**config.mk**
```make
export PLATFORM = sky130hd
export DESIGN_NAME = bus_cycle_logger
export DESIGN_NICKNAME = d
export VERILOG_FILES = /design/src/rtl/bus_cycle_logger.sv
export SDC_FILE = /design/constraint.sdc
export NUM_CORES = 1
export LEC_CHECK = 0
export CAP_MARGIN = 20
export CORE_MARGIN = 4
export CORE_UTILIZATION = 40
export DETAILED_ROUTE_END_ITERATION = 16
export PLACE_DENSITY = 0.55
export SYNTH_ARGS = -nofsm -noshare
export SYNTH_HDL_FRONTEND = slang
export SYNTH_SLANG_ARGS = --single-unit
```
**constraint.sdc**
```tcl
create_clock -name clk -period 11.2 [get_ports clk]
set_input_delay 1.12 -clock clk [delete_from_list [all_inputs] [get_ports clk]]
set_output_delay 1.12 -clock clk [all_outputs]
set_load 0.005 [all_outputs]
```
**src/rtl/bus_cycle_logger.sv**
```systemverilog
// rtl/bus_cycle_logger.sv - Vector-06c bus cycle classifier feeding a FWFT trace record FIFO
module bus_cycle_logger #(
    parameter int DEPTH_LOG2 = 4,
    parameter int TIMEOUT    = 255
) (
    input  logic                  clk,
    input  logic                  reset_n,
    input  logic                  enable,
    input  logic [15:0]           type_mask,
    input  logic                  posedge_strob_sost,
    input  logic [7:0]            status,
    input  logic [15:0]           addr,
    input  logic                  addr_valid,
    input  logic [7:0]            shavv,
    input  logic [7:0]            data,
    input  logic                  negedge_zpzu_n,
    input  logic                  negedge_zpvv_n,
    input  logic                  posedge_chtzu_n,
    input  logic                  posedge_chtvv_n,
    input  logic                  rd,
    output logic [31:0]           rec_data,
    output logic                  rec_valid,
    output logic [DEPTH_LOG2:0]   count,
    output logic                  overflow,
    input  logic                  clr_ovf
);
    localparam int                  DEPTH      = 1 << DEPTH_LOG2;
    localparam logic [7:0]          TIMER_LAST = 8'(TIMEOUT - 1);
    localparam logic [DEPTH_LOG2:0] PTR_ONE    = (DEPTH_LOG2 + 1)'(1);

    typedef enum logic [1:0] {IDLE, WAIT_MEM, WAIT_IO, EMIT} state_t;

    function automatic logic [3:0] classify(input logic [7:0] s);
        logic [3:0] t;
        if (s[0])                          t = 4'h8;
        else if (s[5])                     t = 4'h1;
        else if (s[2] && s[7])             t = 4'h6;
        else if (s[2] && !s[1])            t = 4'h7;
        else if (s[7])                     t = 4'h2;
        else if (!s[1] && !s[4] && !s[6])  t = 4'h3;
        else if (s[6])                     t = 4'h4;
        else if (s[4])                     t = 4'h5;
        else                               t = 4'hF;
        return t;
    endfunction

    state_t      state;
    logic [7:0]  timer;
    logic [3:0]  cur_type;
    logic        cur_timeout;
    logic [15:0] cur_addr;
    logic [7:0]  cur_data;
    logic        pend;
    logic [7:0]  pend_status;

    logic [7:0]  ld_status;
    logic [3:0]  ld_type;
    state_t      ld_state;
    logic        mem_done;
    logic        io_done;
    logic        timer_hit;

    // A strobe arriving during EMIT is newer than any pending one, so it takes priority.
    always_comb begin
        ld_status = (state == EMIT && !posedge_strob_sost) ? pend_status : status;
        ld_type   = classify(ld_status);
        case (ld_type)
            4'h1, 4'h2, 4'h3, 4'h6, 4'h7: ld_state = WAIT_MEM;
            4'h4, 4'h5:                   ld_state = WAIT_IO;
            default:                      ld_state = EMIT;
        endcase
        mem_done  = (cur_type == 4'h3 || cur_type == 4'h7) ? negedge_zpzu_n : posedge_chtzu_n;
        io_done   = (cur_type == 4'h5) ? negedge_zpvv_n : posedge_chtvv_n;
        timer_hit = (timer == TIMER_LAST);
    end

    always_ff @(posedge clk or negedge reset_n) begin
        if (!reset_n) begin
            state       <= IDLE;
            timer       <= '0;
            cur_type    <= '0;
            cur_timeout <= 1'b0;
            cur_addr    <= '0;
            cur_data    <= '0;
            pend        <= 1'b0;
            pend_status <= '0;
        end else if (!enable) begin
            state <= IDLE;
            pend  <= 1'b0;
        end else begin
            case (state)
                IDLE: begin
                    if (posedge_strob_sost) begin
                        state       <= ld_state;
                        cur_type    <= ld_type;
                        cur_timeout <= 1'b0;
                        cur_addr    <= '0;
                        cur_data    <= ld_status;
                        timer       <= '0;
                    end
                end
                WAIT_MEM, WAIT_IO: begin
                    if (state == WAIT_MEM && addr_valid)
                        cur_addr <= addr;
                    if (posedge_strob_sost) begin
                        pend        <= 1'b1;
                        pend_status <= status;
                    end
                    // Completion beats a simultaneous strobe; the strobe then only opens the next record.
                    if ((state == WAIT_MEM) ? mem_done : io_done) begin
                        cur_data <= data;
                        if (state == WAIT_IO)
                            cur_addr <= {shavv, shavv};
                        state <= EMIT;
                    end else if (posedge_strob_sost || timer_hit) begin
                        cur_timeout <= 1'b1;
                        cur_data    <= 8'hFF;
                        state       <= EMIT;
                    end else begin
                        timer <= timer + 8'd1;
                    end
                end
                EMIT: begin
                    pend <= 1'b0;
                    if (posedge_strob_sost || pend) begin
                        state       <= ld_state;
                        cur_type    <= ld_type;
                        cur_timeout <= 1'b0;
                        cur_addr    <= '0;
                        cur_data    <= ld_status;
                        timer       <= '0;
                    end else begin
                        state <= IDLE;
                    end
                end
                default: state <= IDLE;
            endcase
        end
    end

    logic [31:0]         mem [DEPTH];
    logic [DEPTH_LOG2:0] wr_ptr;
    logic [DEPTH_LOG2:0] rd_ptr;
    logic [DEPTH_LOG2:0] next_rd;
    logic [DEPTH_LOG2:0] next_count;
    logic [31:0]         push_word;
    logic [31:0]         head_next;
    logic                emit_req;
    logic                empty;
    logic                full;
    logic                do_pop;
    logic                do_push;
    logic                drop;

    always_comb begin
        push_word  = {cur_type, cur_timeout, 3'b000, cur_addr, cur_data};
        emit_req   = enable && (state == EMIT) && type_mask[cur_type];
        empty      = (wr_ptr == rd_ptr);
        full       = (wr_ptr[DEPTH_LOG2] != rd_ptr[DEPTH_LOG2]) &&
                     (wr_ptr[DEPTH_LOG2-1:0] == rd_ptr[DEPTH_LOG2-1:0]);
        do_pop     = rd && !empty;
        do_push    = emit_req && (!full || do_pop);
        drop       = emit_req && full && !do_pop;
        next_rd    = do_pop ? rd_ptr + PTR_ONE : rd_ptr;
        next_count = (do_push ? wr_ptr + PTR_ONE : wr_ptr) - next_rd;
        // The head register must already show a record pushed into an empty FIFO.
        if (next_count == '0)
            head_next = '0;
        else if (next_rd == wr_ptr)
            head_next = push_word;
        else
            head_next = mem[next_rd[DEPTH_LOG2-1:0]];
    end

    always_ff @(posedge clk) begin
        if (do_push)
            mem[wr_ptr[DEPTH_LOG2-1:0]] <= push_word;
    end

    always_ff @(posedge clk or negedge reset_n) begin
        if (!reset_n) begin
            wr_ptr   <= '0;
            rd_ptr   <= '0;
            rec_data <= '0;
            overflow <= 1'b0;
        end else begin
            if (do_push)
                wr_ptr <= wr_ptr + PTR_ONE;
            rd_ptr   <= next_rd;
            rec_data <= head_next;
            overflow <= drop || (overflow && !clr_ovf);
        end
    end

    assign rec_valid = !empty;
    assign count     = wr_ptr - rd_ptr;
endmodule

```
==> summary by stage <==
Status
The flow ran to the end, and the final reports show no timing, DRC or antenna violations.

CTS
The register clock-pin slew on the reported worst setup and hold paths is 0.07 ns. The CTS tree is done. The number of hold buffers added after cts is 0. The post-CTS resize count is 0. The depth of the CTS H-tree is 2. Clock tree synthesis selected as its root buffer the cell clkbuf_16. The tree built by TritonCTS fans out to 552 sinks. The clock buffer count from CTS is 56. The post-CTS setup buffer count is 0. Counting along the longest clock path gives a buffer depth of 3. The clock network latency to the later pin of the worst-skew pair is 0.63 ns.

Drt
The detail-routed via count per cell is 5.54. The first detailed-routing pass took 5 iterations. The total via count after detailed routing is 12800.

For this run, design rule violations remaining after detail routing come to 0. For this block, the initial DRC count from the detailed router was 923. In this run the remaining antenna-violating nets after routing total 0.

In the final routed layout, each cell accounts on average for 25.0 um. The final layout contains routed wiring with a total length of 57600 um.

Hold path
The path with the worst hold slack has its endpoint at wr_ptr[4]. Along the worst hold path, the cell count comes to 1. In this run the most critical hold path is launched from wr_ptr[4]. The path class of the tightest hold or removal check is reg -> reg.

Global route
In the global route stage, met1 resource usage came out at 0.256. The met3 demand-to-capacity share in global routing is 0.0262. Global routing finished with a remaining overflow of 0. The number of global-route vias before repair came to 12800.

The maximum number of pins on one net before global-route repair is 88. The global-route wire length before repair is 85000 um. The global routing stage identified its most utilized layer as met2. Across every metal layer, demand over resource in global routing totals 0.190. The initial antenna violation count was 1.

For this run, global-route usage on met2 was measured as 0.327.

Pwr
Power spread over the standard cell area amounts to 274 nW/um2. Summed over all cells, the static leakage comes to 9.33 nW. VDD sags by at most 277 uV. The power after layout is 0.00725 W.

Die
The floorplan die height is 246 um. In this run the standard cell core region covers 55500 um2. The die width is 246 um. The starting utilization of the core area is 0.408. In this run the core area contains 86 standard-cell rows. The die covers 60500 um2.

The number of top-level pins is 106.

Synthesis
The proportion of register bits with asynchronous set or reset after synthesis is 0.159. For this run, the register share of the synthesized area comes to 0.713. In this run, synthesis produced a sequential element count of 552.

The number of different library cells used by synthesis comes to 62. The top flip-flop cell by instance count after synthesis is edfxtp_1. Dividing the synthesized area by the synthesized cell count gives 16.2 um2. Yosys printed 0 warnings.

The netlist area before placement is 22600 um2. Synthesis handed over a netlist of 1394 instances. In this run, synthesis inferred 464 flip-flops with an integrated enable.

Cells and area
The area growth from synthesis to layout is 16.9%. The utilization of the core after routing is 0.476. The final cell count without fillers is 2306. Of the cells placed in the final design, the portion with a size suffix greater than 1 is 0.134. In the final design database the tool counted 1596 nets.

Setup path
By startpoint and endpoint, the worst setup path is classified as in -> reg. The critical path data required time is 11.63 ns. STA classifies the critical path startpoint as an input port. The worst setup path is captured at a register. The cell count of the worst reg-to-reg path is 15. The worst register-to-register path begins at rd_ptr[3]. The endpoint identified for the worst register-to-register timing path is rec_data[28].

In this run the register-to-register setup slack is 6.08 ns. The largest driver fanout on the critical path is 29. Data on the critical path arrives at its endpoint at 5.63 ns.

Timing
The final number of hold-violating endpoints was 0. In this run the tightest slew margin relative to its limit is 0.282. Dividing the final minimum period by the clock period gives 0.464.

After routing, the total negative slack on setup checks comes to 0 ns. The measured slew at the worst slew-check pin is 1.08 ns. The worst hold margin is 0.489 ns. Setup repair after global routing left no endpoint under its margin.

The final max-slew violation count was 0. The final worst clock skew is 0.0266 ns. The maximum clock frequency is 0.192 GHz. Setup violations remaining at the end of the flow were counted as 0. The worst path in the final design needs a cycle of 5.20 ns, including I/O delays and setup.

Placement
The estimated wirelength of the detail-placed design is 30000 um. The total instance count after detailed placement is 2199. At the end of routability-driven placement, the weighted congestion stood at 0.766.

Input and output buffers added on the ports amount to 102.

Flow run
Max-cap violations in this run came to 0.
[report_power, final]
group / internal [W] / total [W] / switching, W
clock: 0.00105 / 0.00184 / 0.000785
combinational: 0.00110 / 0.00247 / 0.00138
sequential: 0.00259 / 0.00294 / 0.000342
[how the worst max path moves through the flow]
stage               slack [ns]           end  depth (start not counted)  startpoint
detailed placement        5.38  rec_data[14]                         15      enable
global placement          5.58  rec_data[13]                         15      enable
finish                    6.00  rec_data[28]                         15      enable
global route              5.62  rec_data[20]                         15      enable
floorplan                 6.39     mem[3][0]                          7      enable
CTS                       5.98  rec_data[28]                         15   rd_ptr[3]
[cells in the mapped netlist (5+ instances only)]
cell type    n  area [um2]
a21oi_1     34         170
a311oi_1    25         219
buf_1        5        18.8
buf_2       26         130
buf_4        7        52.6
buf_6        5        56.3
clkbuf_1    34         128
dfrtp_1     88        2200
edfxtp_1   464       13900
ha_1        19         238
inv_1       21        78.8
mux2_2      24         270
mux2i_1    188        1880
mux4_2      31         698
nand2_1     51         191
nand2b_1     7        43.8
nand3_1     14        70.1
nand4_1      6        37.5
nor2_1      67         251
nor2b_1      8        50.1
nor3_1      35         175
o21ai_0     43         215
o22ai_1     86         538
o2bb2ai_1   16         140
xnor2_1     12         105
xor2_1       7        61.3
[flip-flops by register name, indices dropped and copies added (netlist names), 4 cells and up]
signal       cells
rd_ptr           5
timer            8
rec_data        29
cur_data         8
wr_ptr           5
cur_addr        16
cur_type         4
mem            464
pend_status      8
[cells in the final DEF (no fill, tap or decap), drive strengths merged, types with 8 or more instances in the layout]
master / n
a21oi: 35
o2bb2ai: 16
nor3: 35
clkinv: 21
dfrtp: 88
clkdlybuf4s50: 101
xnor2: 15
nand2: 51
inv: 24
o21ai: 43
a311oi: 29
nor2: 67
clkbuf: 82
nand3: 14
edfxtp: 464
ha: 19
mux4: 31
o22ai: 86
mux2: 25
buf: 31
nor2b: 8
mux2i: 188
[through the flow]
step                instance area (um2)  worst slack [ns]
floorplan                         22600              6.39
global placement                  24600              5.58
detailed placement                24600              5.38
CTS                               26500              5.98
global route                      26500              5.62
finish                            26500              6.00
[area by class of cell]
class                   instances  area [um2]
multi-input cells             742        6190
flip-flops and latches        552       16100
clock inverters                24         226
repair buffers                132        1240
diodes                          1        2.50
well taps                     748         936
inverters                      25         101
clock buffers                  82        1620
fillers                      4806       29100
[cells by family (layout without fill, tap and decap cells)]
| kind of cell | Yosys count | after routing | synth area share |
|---|---|---|---|
| adder cells (fa/ha/maj) | 20 | 20 | 0.0114 |
| buffers and inverters | 102 | 263 | 0.0212 |
| flip-flops | 552 | 552 | 0.713 |
| other | 1 | 4 | 0.000166 |
| AND/OR/NAND/NOR | 211 | 211 | 0.0442 |
| AO/OA/AOI/OAI | 242 | 242 | 0.0728 |
| multiplexers | 244 | 244 | 0.127 |
| XOR/XNOR | 22 | 22 | 0.0110 |
[worst max-delay path, stage by stage]
cell	delay, ns
clkdlybuf4s50_1	0.67
nand2_1	0.11
a211oi_1	0.24
nand3_1	0.20
a21boi_1	0.48
nand2_1	0.32
xnor2_1	0.30
ha_1	0.29
xnor2_1	0.15
nor4b_1	0.58
nand3_1	0.16
a21bo_1	0.21
or3b_1	0.15
buf_4	0.49
a311oi_1	0.12
[routing by layer]
metal / up-vias / share of wire
met4: 2 / 0.020
li1: 5701 / -
met1: 6743 / 0.43
met5: - / 0.00023
met2: 268 / 0.51
met3: 63 / 0.043
No activity file was read; power rests on OpenSTA's default activity.
